### config.mk
export PLATFORM = sky130hd
export DESIGN_NAME = seq_divider
export DESIGN_NICKNAME = d
export VERILOG_FILES = /design/src/rtl/seq_divider.sv
export SDC_FILE = /design/constraint.sdc
export NUM_CORES = 1
export LEC_CHECK = 0
export BUFFER_PORTS_ARGS = -buffer_cell sky130_fd_sc_hd__buf_2
export CAP_MARGIN = 0
export CORE_ASPECT_RATIO = 0.5
export CORE_MARGIN = 1
export CORE_UTILIZATION = 30
export DETAILED_ROUTE_END_ITERATION = 16
export PLACE_DENSITY = 0.44
export SYNTH_ARGS = -nofsm -noshare
export SYNTH_HDL_FRONTEND = slang
export SYNTH_SLANG_ARGS = --single-unit
### constraint.sdc
create_clock -name clock -period 6.6 [get_ports clock]
set_input_delay 1.98 -clock clock [delete_from_list [all_inputs] [get_ports clock]]
set_output_delay 1.98 -clock clock [all_outputs]
set_load 0.05 [all_outputs]
### src/rtl/seq_divider.sv
// -----------------------------------------------------------------------------
// seq_divider
//   Multi-cycle restoring divider placed beside the ALU in the DataPath.
//   Dividend (from Y) and divisor (from the bus) are captured on an accepted
//   start pulse. One quotient bit is produced per clock; the quotient goes to
//   LO and the remainder to HI. A one-cycle done pulse lets the control
//   sequencer stall its T-steps until the result is ready.
//
//   Optional feature macro: SEQ_DIVIDER_SIGNED_EN
//     defined   : two's-complement operands, truncation toward zero
//     undefined : unsigned operands, no sign logic
//
// Ports
//   clock        in   rising-edge clock
//   clear        in   asynchronous active-low reset
//   start        in   request, sampled only while idle
//   dividend     in   [WIDTH] numerator, captured on accepted start
//   divisor      in   [WIDTH] denominator, captured on accepted start
//   busy         out  high from the edge after accept until done
//   done         out  single-cycle result-valid pulse
//   quotient     out  [WIDTH] result for LO, held until next done
//   remainder    out  [WIDTH] result for HI, held until next done
//   div_by_zero  out  divide-by-zero flag for the held result
// -----------------------------------------------------------------------------
module seq_divider #(
    parameter int WIDTH = 32
) (
    input  logic             clock,
    input  logic             clear,
    input  logic             start,
    input  logic [WIDTH-1:0] dividend,
    input  logic [WIDTH-1:0] divisor,
    output logic             busy,
    output logic             done,
    output logic [WIDTH-1:0] quotient,
    output logic [WIDTH-1:0] remainder,
    output logic             div_by_zero
);

    localparam int CW = $clog2(WIDTH) + 1;

    typedef enum logic [1:0] {
        IDLE   = 2'd0,
        ITER   = 2'd1,
        FINISH = 2'd2
    } state_t;

    state_t           state;
    state_t           state_nxt;

    logic [WIDTH-1:0] part_rem;   // partial remainder; always < divisor between steps
    logic [WIDTH-1:0] work_q;     // dividend bits shift out the top, quotient bits in the bottom
    logic [WIDTH-1:0] dvsr;
    logic [CW-1:0]    count;
    logic             dbz_w;

    logic             load_en;
    logic             step_en;
    logic             finish_en;

    logic [WIDTH-1:0] a_mag;
    logic [WIDTH-1:0] b_mag;
    logic [WIDTH:0]   shifted;
    logic [WIDTH:0]   trial;
    logic [WIDTH-1:0] q_final;
    logic [WIDTH-1:0] r_final;

`ifdef SEQ_DIVIDER_SIGNED_EN
    logic             a_neg;
    logic             b_neg;
    logic             neg_q;
    logic             neg_r;
`endif

    // ------------------------------------------------------------------
    // FSM: state register
    // ------------------------------------------------------------------
    always_ff @(posedge clock or negedge clear) begin
        if (!clear) begin
            state <= IDLE;
        end else begin
            state <= state_nxt;
        end
    end

    // ------------------------------------------------------------------
    // FSM: next-state logic
    // ------------------------------------------------------------------
    always_comb begin
        state_nxt = state;
        unique case (state)
            IDLE: begin
                if (start) begin
                    state_nxt = (divisor == '0) ? FINISH : ITER;
                end
            end
            ITER: begin
                if (count == CW'(WIDTH - 1)) begin
                    state_nxt = FINISH;
                end
            end
            FINISH:  state_nxt = IDLE;
            default: state_nxt = IDLE;
        endcase
    end

    // ------------------------------------------------------------------
    // FSM: outputs and datapath enables
    // ------------------------------------------------------------------
    always_comb begin
        busy      = (state != IDLE);
        load_en   = (state == IDLE) && start;
        step_en   = (state == ITER);
        finish_en = (state == FINISH);
    end

    // ------------------------------------------------------------------
    // Operand magnitudes, restoring step and result sign correction
    // ------------------------------------------------------------------
    always_comb begin
`ifdef SEQ_DIVIDER_SIGNED_EN
        a_neg = dividend[WIDTH-1];
        b_neg = divisor[WIDTH-1];
        a_mag = a_neg ? (~dividend + 1'b1) : dividend;
        b_mag = b_neg ? (~divisor + 1'b1) : divisor;
`else
        a_mag = dividend;
        b_mag = divisor;
`endif
        shifted = {part_rem, work_q[WIDTH-1]};
        // trial[WIDTH] set means the subtraction went negative: restore.
        trial   = shifted - {1'b0, dvsr};

`ifdef SEQ_DIVIDER_SIGNED_EN
        q_final = neg_q ? (~work_q + 1'b1) : work_q;
        r_final = neg_r ? (~part_rem + 1'b1) : part_rem;
`else
        q_final = work_q;
        r_final = part_rem;
`endif
    end

    // ------------------------------------------------------------------
    // Datapath and result registers
    // ------------------------------------------------------------------
    always_ff @(posedge clock or negedge clear) begin
        if (!clear) begin
            part_rem    <= '0;
            work_q      <= '0;
            dvsr        <= '0;
            count       <= '0;
            dbz_w       <= 1'b0;
            done        <= 1'b0;
            quotient    <= '0;
            remainder   <= '0;
            div_by_zero <= 1'b0;
`ifdef SEQ_DIVIDER_SIGNED_EN
            neg_q       <= 1'b0;
            neg_r       <= 1'b0;
`endif
        end else begin
            done <= finish_en;

            if (load_en) begin
                dvsr     <= b_mag;
                part_rem <= '0;
                count    <= '0;
                dbz_w    <= (divisor == '0);
                // On divide-by-zero the raw dividend is parked here so it can
                // be returned unmodified as the remainder.
                work_q   <= (divisor == '0) ? dividend : a_mag;
`ifdef SEQ_DIVIDER_SIGNED_EN
                neg_q    <= a_neg ^ b_neg;
                neg_r    <= a_neg;
`endif
            end

            if (step_en) begin
                part_rem <= trial[WIDTH] ? shifted[WIDTH-1:0] : trial[WIDTH-1:0];
                work_q   <= {work_q[WIDTH-2:0], ~trial[WIDTH]};
                count    <= count + 1'b1;
            end

            if (finish_en) begin
                if (dbz_w) begin
                    quotient    <= '1;
                    remainder   <= work_q;
                    div_by_zero <= 1'b1;
                end else begin
                    quotient    <= q_final;
                    remainder   <= r_final;
                    div_by_zero <= 1'b0;
                end
            end
        end
    end

endmodule

==> results_tabular.tex <==
\begin{tabular}{lr}
\hline
Metric & Value \\
\hline
\multicolumn{2}{l}{\textbf{Status}} \\
\quad Run status & finished, violations left \\
\quad Violations in the final reports & DRC \\
\multicolumn{2}{l}{\textbf{STA}} \\
\quad Total Neg Setup Slack & 0 ns \\
\quad Headroom to the max-slew limit & between 20\% and 30\% \\
\quad Min Tclk post-route & 3.78 ns \\
\quad Setup repair after global routing missed its margin & false \\
\quad Highest clock frequency the design can meet & between 0.2 and 0.3 GHz \\
\quad Number of pins with negative max-slew slack in the final report & 0 \\
\quad Fin Clk Skew & about 0.012 ns \\
\quad Actual transition at the worst max-transition pin & 1.17 ns \\
\quad Least setup slack across all paths after layout & 2.82 ns \\
\quad Number of setup violations in the final report & 0 \\
\quad Final hold violation count & 0 \\
\quad Post-route clock period utilization & 57.2\% \\
\multicolumn{2}{l}{\textbf{Route}} \\
\quad Routed len/inst & 18.1 um \\
\quad DRC Markers & 5 \\
\quad ANT nets after route & 0 \\
\quad Vias per std cell & 5.08 \\
\quad Detailed Route WL & 27.9 mm \\
\quad DRT iter0 DRCs & 684 \\
\quad Total vias in the final route & roughly 8000 \\
\quad TritonRoute pass-1 iters & 11 \\
\multicolumn{2}{l}{\textbf{Global route}} \\
\quad Residual overflow from global routing & 0 \\
\quad Antenna violations before repair & 0 \\
\quad Combined global-route utilization of all metal layers & 18.6\% \\
\quad Maximum number of pins on one net before global-route repair & 131 \\
\quad Vias in the first global route & 7425 \\
\quad Wire length of the first global-routing pass & between 40 and 50 mm \\
\multicolumn{2}{l}{\textbf{Floorplanning}} \\
\quad Floorplan Core Area & 29300 um2 \\
\quad I/O pin count & between 100 and 150 \\
\quad Initial Util & a little under a third \\
\quad Overall die width & 248 um \\
\quad Die boundary height & roughly 120 um \\
\quad Area of the die & 30900 um2 \\
\quad Number of cell rows & 44 \\
\multicolumn{2}{l}{\textbf{Finish}} \\
\quad Post-route cell area & 10600 um2 \\
\quad Leading cell types in the layout, fill and taps excluded & 170 x sky130\_fd\_sc\_hd\_\_dfrtp\_1, 144 x sky130\_fd\_sc\_hd\_\_nand2\_1, 132 x sky130\_fd\_sc\_hd\_\_buf\_2 \\
\quad Commonest non-fill, non-tap cell in the layout & sky130\_fd\_sc\_hd\_\_dfrtp\_1 \\
\quad Nets@finish & 1237 \\
\quad Fraction of final layout cells with drive strength greater than 1 & 16.3\% \\
\quad Final standard cell count with taps included and fillers excluded & 1540 \\
\quad Layout overhead on the synthesized area & 17.1\% \\
\quad \# diodes & 0 \\
\multicolumn{2}{l}{\textbf{Worst setup path}} \\
\quad Terminus of the critical flop-to-flop path & part\_rem[27]\$\_DFFE\_PN0P\_ \\
\quad Crit path buf inv count & 3 \\
\quad Worst Reg-to-Reg Cells & 13 \\
\quad Startpoint type of the worst setup path & flip-flop \\
\quad Worst endpoint data arrival time & slightly above 4 ns \\
\quad FF-to-FF setup slack & 2.82 ns \\
\quad Required time of the critical path & 6.95 ns \\
\quad Critical Path Max Stage Delay & 0.42 ns \\
\quad Sort of element at the end of the critical path & flip-flop \\
\quad Crit path from & q\_final[31]\$\_DFFE\_PN0P\_ \\
\quad Levels on crit path & 13 \\
\quad Destination of the critical timing path & part\_rem[27]\$\_DFFE\_PN0P\_ \\
\quad R2R Path Start & q\_final[31]\$\_DFFE\_PN0P\_ \\
\quad Family of cells with the greatest summed delay on the critical path & compound AO/OA/AOI/OAI gates \\
\quad Category of the critical setup timing path & flip-flop to flip-flop \\
\quad Highest net fanout along the worst path & 24 \\
\quad Critical path, cell by cell & inv\_1 > ha\_1 > inv\_1 > fa\_1 > a211oi\_2 > o211ai\_1 > a211oi\_4 > o21ai\_2 > a31oi\_4 > xnor2\_2 > buf\_4 > nand2\_1 > o21ai\_0 \\
\quad Worst-path cell with the longest stage delay & sky130\_fd\_sc\_hd\_\_fa\_1 \\
\quad Cell mode on critical path & sky130\_fd\_sc\_hd\_\_inv\_1 \\
\multicolumn{2}{l}{\textbf{Yosys}} \\
\quad FFs w/ async S/R, synth & 100\% \\
\quad Post-synthesis average cell area & between 8 and 9 um2 \\
\quad Number of enable flip-flop cells after synthesis & 0 \\
\quad Post-Syn Nets & 1143 \\
\quad Number of warnings printed during yosys synthesis & 0 \\
\quad Sequential element share of the synthesized area & 47.2\% \\
\quad Summed instance area of the synthesized netlist & 9060 um2 \\
\quad Most frequently used flop master after synthesis & sky130\_fd\_sc\_hd\_\_dfrtp\_1 \\
\quad Number of synthesized register bits & 171 \\
\quad Mapped Cells & 1042 \\
\quad Library cells used by synthesis & 52 \\
\multicolumn{2}{l}{\textbf{Place}} \\
\quad Area after DPL & around 10000 um2 \\
\quad Final HPWL DP & around 20 mm \\
\quad Buffers added on ports & 133 \\
\quad Cell Count Post-Placement & 1508 \\
\quad RePlAce Congestion & 0.841 \\
\quad Worst Setup Slack post-DPL & 2.44 ns \\
\multicolumn{2}{l}{\textbf{CTS}} \\
\quad Root Driver & sky130\_fd\_sc\_hd\_\_clkbuf\_16 \\
\quad Clock tree from TritonCTS & done \\
\quad Hold\_buf cts & 0 \\
\quad Post-cts sizing count & 0 \\
\quad Clock insertion delay at the later pin of the skew report & 0.45 ns \\
\quad Number of post-CTS setup repair buffers & 0 \\
\quad CTS H-tree depth & 4 \\
\quad Clock sink count & 171 \\
\quad Maximum number of buffers from clock root to sink & 2 \\
\quad Clock edge transition at the registers on the reported setup and hold paths & 0.07 ns \\
\quad Inserted Clock Buffers & 17 \\
\multicolumn{2}{l}{\textbf{Hold path}} \\
\quad Worst hold stages & 2 \\
\quad Hold WC Path Type & flip-flop to flip-flop \\
\multicolumn{2}{l}{\textbf{Flow run}} \\
\quad Max-capacitance violation count & 0 \\
\hline
\end{tabular}
## flip-flops by register name (all words and copies together), names as in the netlist, 2 cells and up
register / count
state: 2
part_rem: 32
dvsr: 32
quotient: 32
count: 6
remainder: 32
q_final: 32
## worst min-delay path: stages (launching register included)
cell and delay [ns]:
sky130_fd_sc_hd__dfrtp_1 0.34, sky130_fd_sc_hd__nand2_1 0.05, sky130_fd_sc_hd__o21ai_0 0.06
## through the flow
step / utilization [%] / hold slack [ns]
after detailed placement: 34.3 / 0.465
after CTS: 36.2 / 0.480
final: 36.2 / 0.473
after global routing: 36.2 / 0.495
after global placement: 34.3 / 0.459
after floorplan: - / 0.452
## Yosys cell counts (2+ instances only)
cell,instances,share of area (%)
sky130_fd_sc_hd__mux2i_1,32,3.5
sky130_fd_sc_hd__xnor2_1,15,1.4
sky130_fd_sc_hd__o22ai_1,32,2.2
sky130_fd_sc_hd__o21ai_0,127,7.0
sky130_fd_sc_hd__a31oi_1,9,0.62
sky130_fd_sc_hd__ha_1,33,4.6
sky130_fd_sc_hd__a211o_1,3,0.29
sky130_fd_sc_hd__a211oi_1,4,0.33
sky130_fd_sc_hd__nand2_1,145,6.0
sky130_fd_sc_hd__o211ai_1,16,1.3
sky130_fd_sc_hd__nor3_1,7,0.39
sky130_fd_sc_hd__o21bai_1,2,0.17
sky130_fd_sc_hd__nor4_1,9,0.62
sky130_fd_sc_hd__nand4_1,11,0.76
sky130_fd_sc_hd__nor2_1,113,4.7
sky130_fd_sc_hd__a21oi_1,35,1.9
sky130_fd_sc_hd__and2_1,3,0.21
sky130_fd_sc_hd__a2111oi_0,2,0.19
sky130_fd_sc_hd__a21o_1,14,1.2
sky130_fd_sc_hd__clkbuf_1,56,2.3
sky130_fd_sc_hd__dfrtp_1,171,47
sky130_fd_sc_hd__nor2b_1,3,0.21
sky130_fd_sc_hd__nand3_1,99,5.5
sky130_fd_sc_hd__nand2b_1,7,0.48
sky130_fd_sc_hd__o31ai_1,3,0.25
sky130_fd_sc_hd__xor2_1,13,1.3
sky130_fd_sc_hd__inv_1,41,1.7
sky130_fd_sc_hd__o21a_1,3,0.25
sky130_fd_sc_hd__buf_1,5,0.21
sky130_fd_sc_hd__buf_2,6,0.33
sky130_fd_sc_hd__and4_1,2,0.19
## how the worst min path moves through the flow
stage | slack (ns) | end | start
CTS | 0.48 | quotient[18]$_DFFE_PN0P_ | quotient[18]$_DFFE_PN0P_
floorplan | 0.45 | dvsr[0]$_DFFE_PN0P_ | dvsr[0]$_DFFE_PN0P_
global placement | 0.46 | div_by_zero$_DFFE_PN0P_ | div_by_zero$_DFFE_PN0P_
global route | 0.50 | quotient[22]$_DFFE_PN0P_ | quotient[22]$_DFFE_PN0P_
finish | 0.47 | quotient[18]$_DFFE_PN0P_ | quotient[18]$_DFFE_PN0P_
detailed placement | 0.47 | quotient[18]$_DFFE_PN0P_ | quotient[18]$_DFFE_PN0P_
## logic make-up after synthesis
kind of cell	Yosys count	share of synthesized area (%)
buffers and inverters	109	4.64
XOR/XNOR	30	3.07
AO/OA/AOI/OAI	263	17.3
adder cells (fa/ha/maj)	34	4.78
flip-flops	171	47.2
AND/OR/NAND/NOR	403	19.4
multiplexers	32	3.53
## cell type report
type                            instances  area, um2
Timing Repair Buffer                  143        747
Multi-Input combinational cell        762       4380
Fill cell                            3045      18700
Clock inverter                         12        111
Clock buffer                           20        447
Tap cell                              391        489
Sequential cell                       171       4280
Inverter                               41        154
## per-layer routing
layer,part of all wire [%],GRT usage [%],up-vias
met5,0,0,-
met4,0.67,3.86,0
met3,3.9,3.81,14
met2,41,25.3,125
met1,55,29.5,3842
li1,-,-,3842
Power is not shown: default switching activity piles up to over one toggle a cycle in this logic, so the estimate is an artifact.
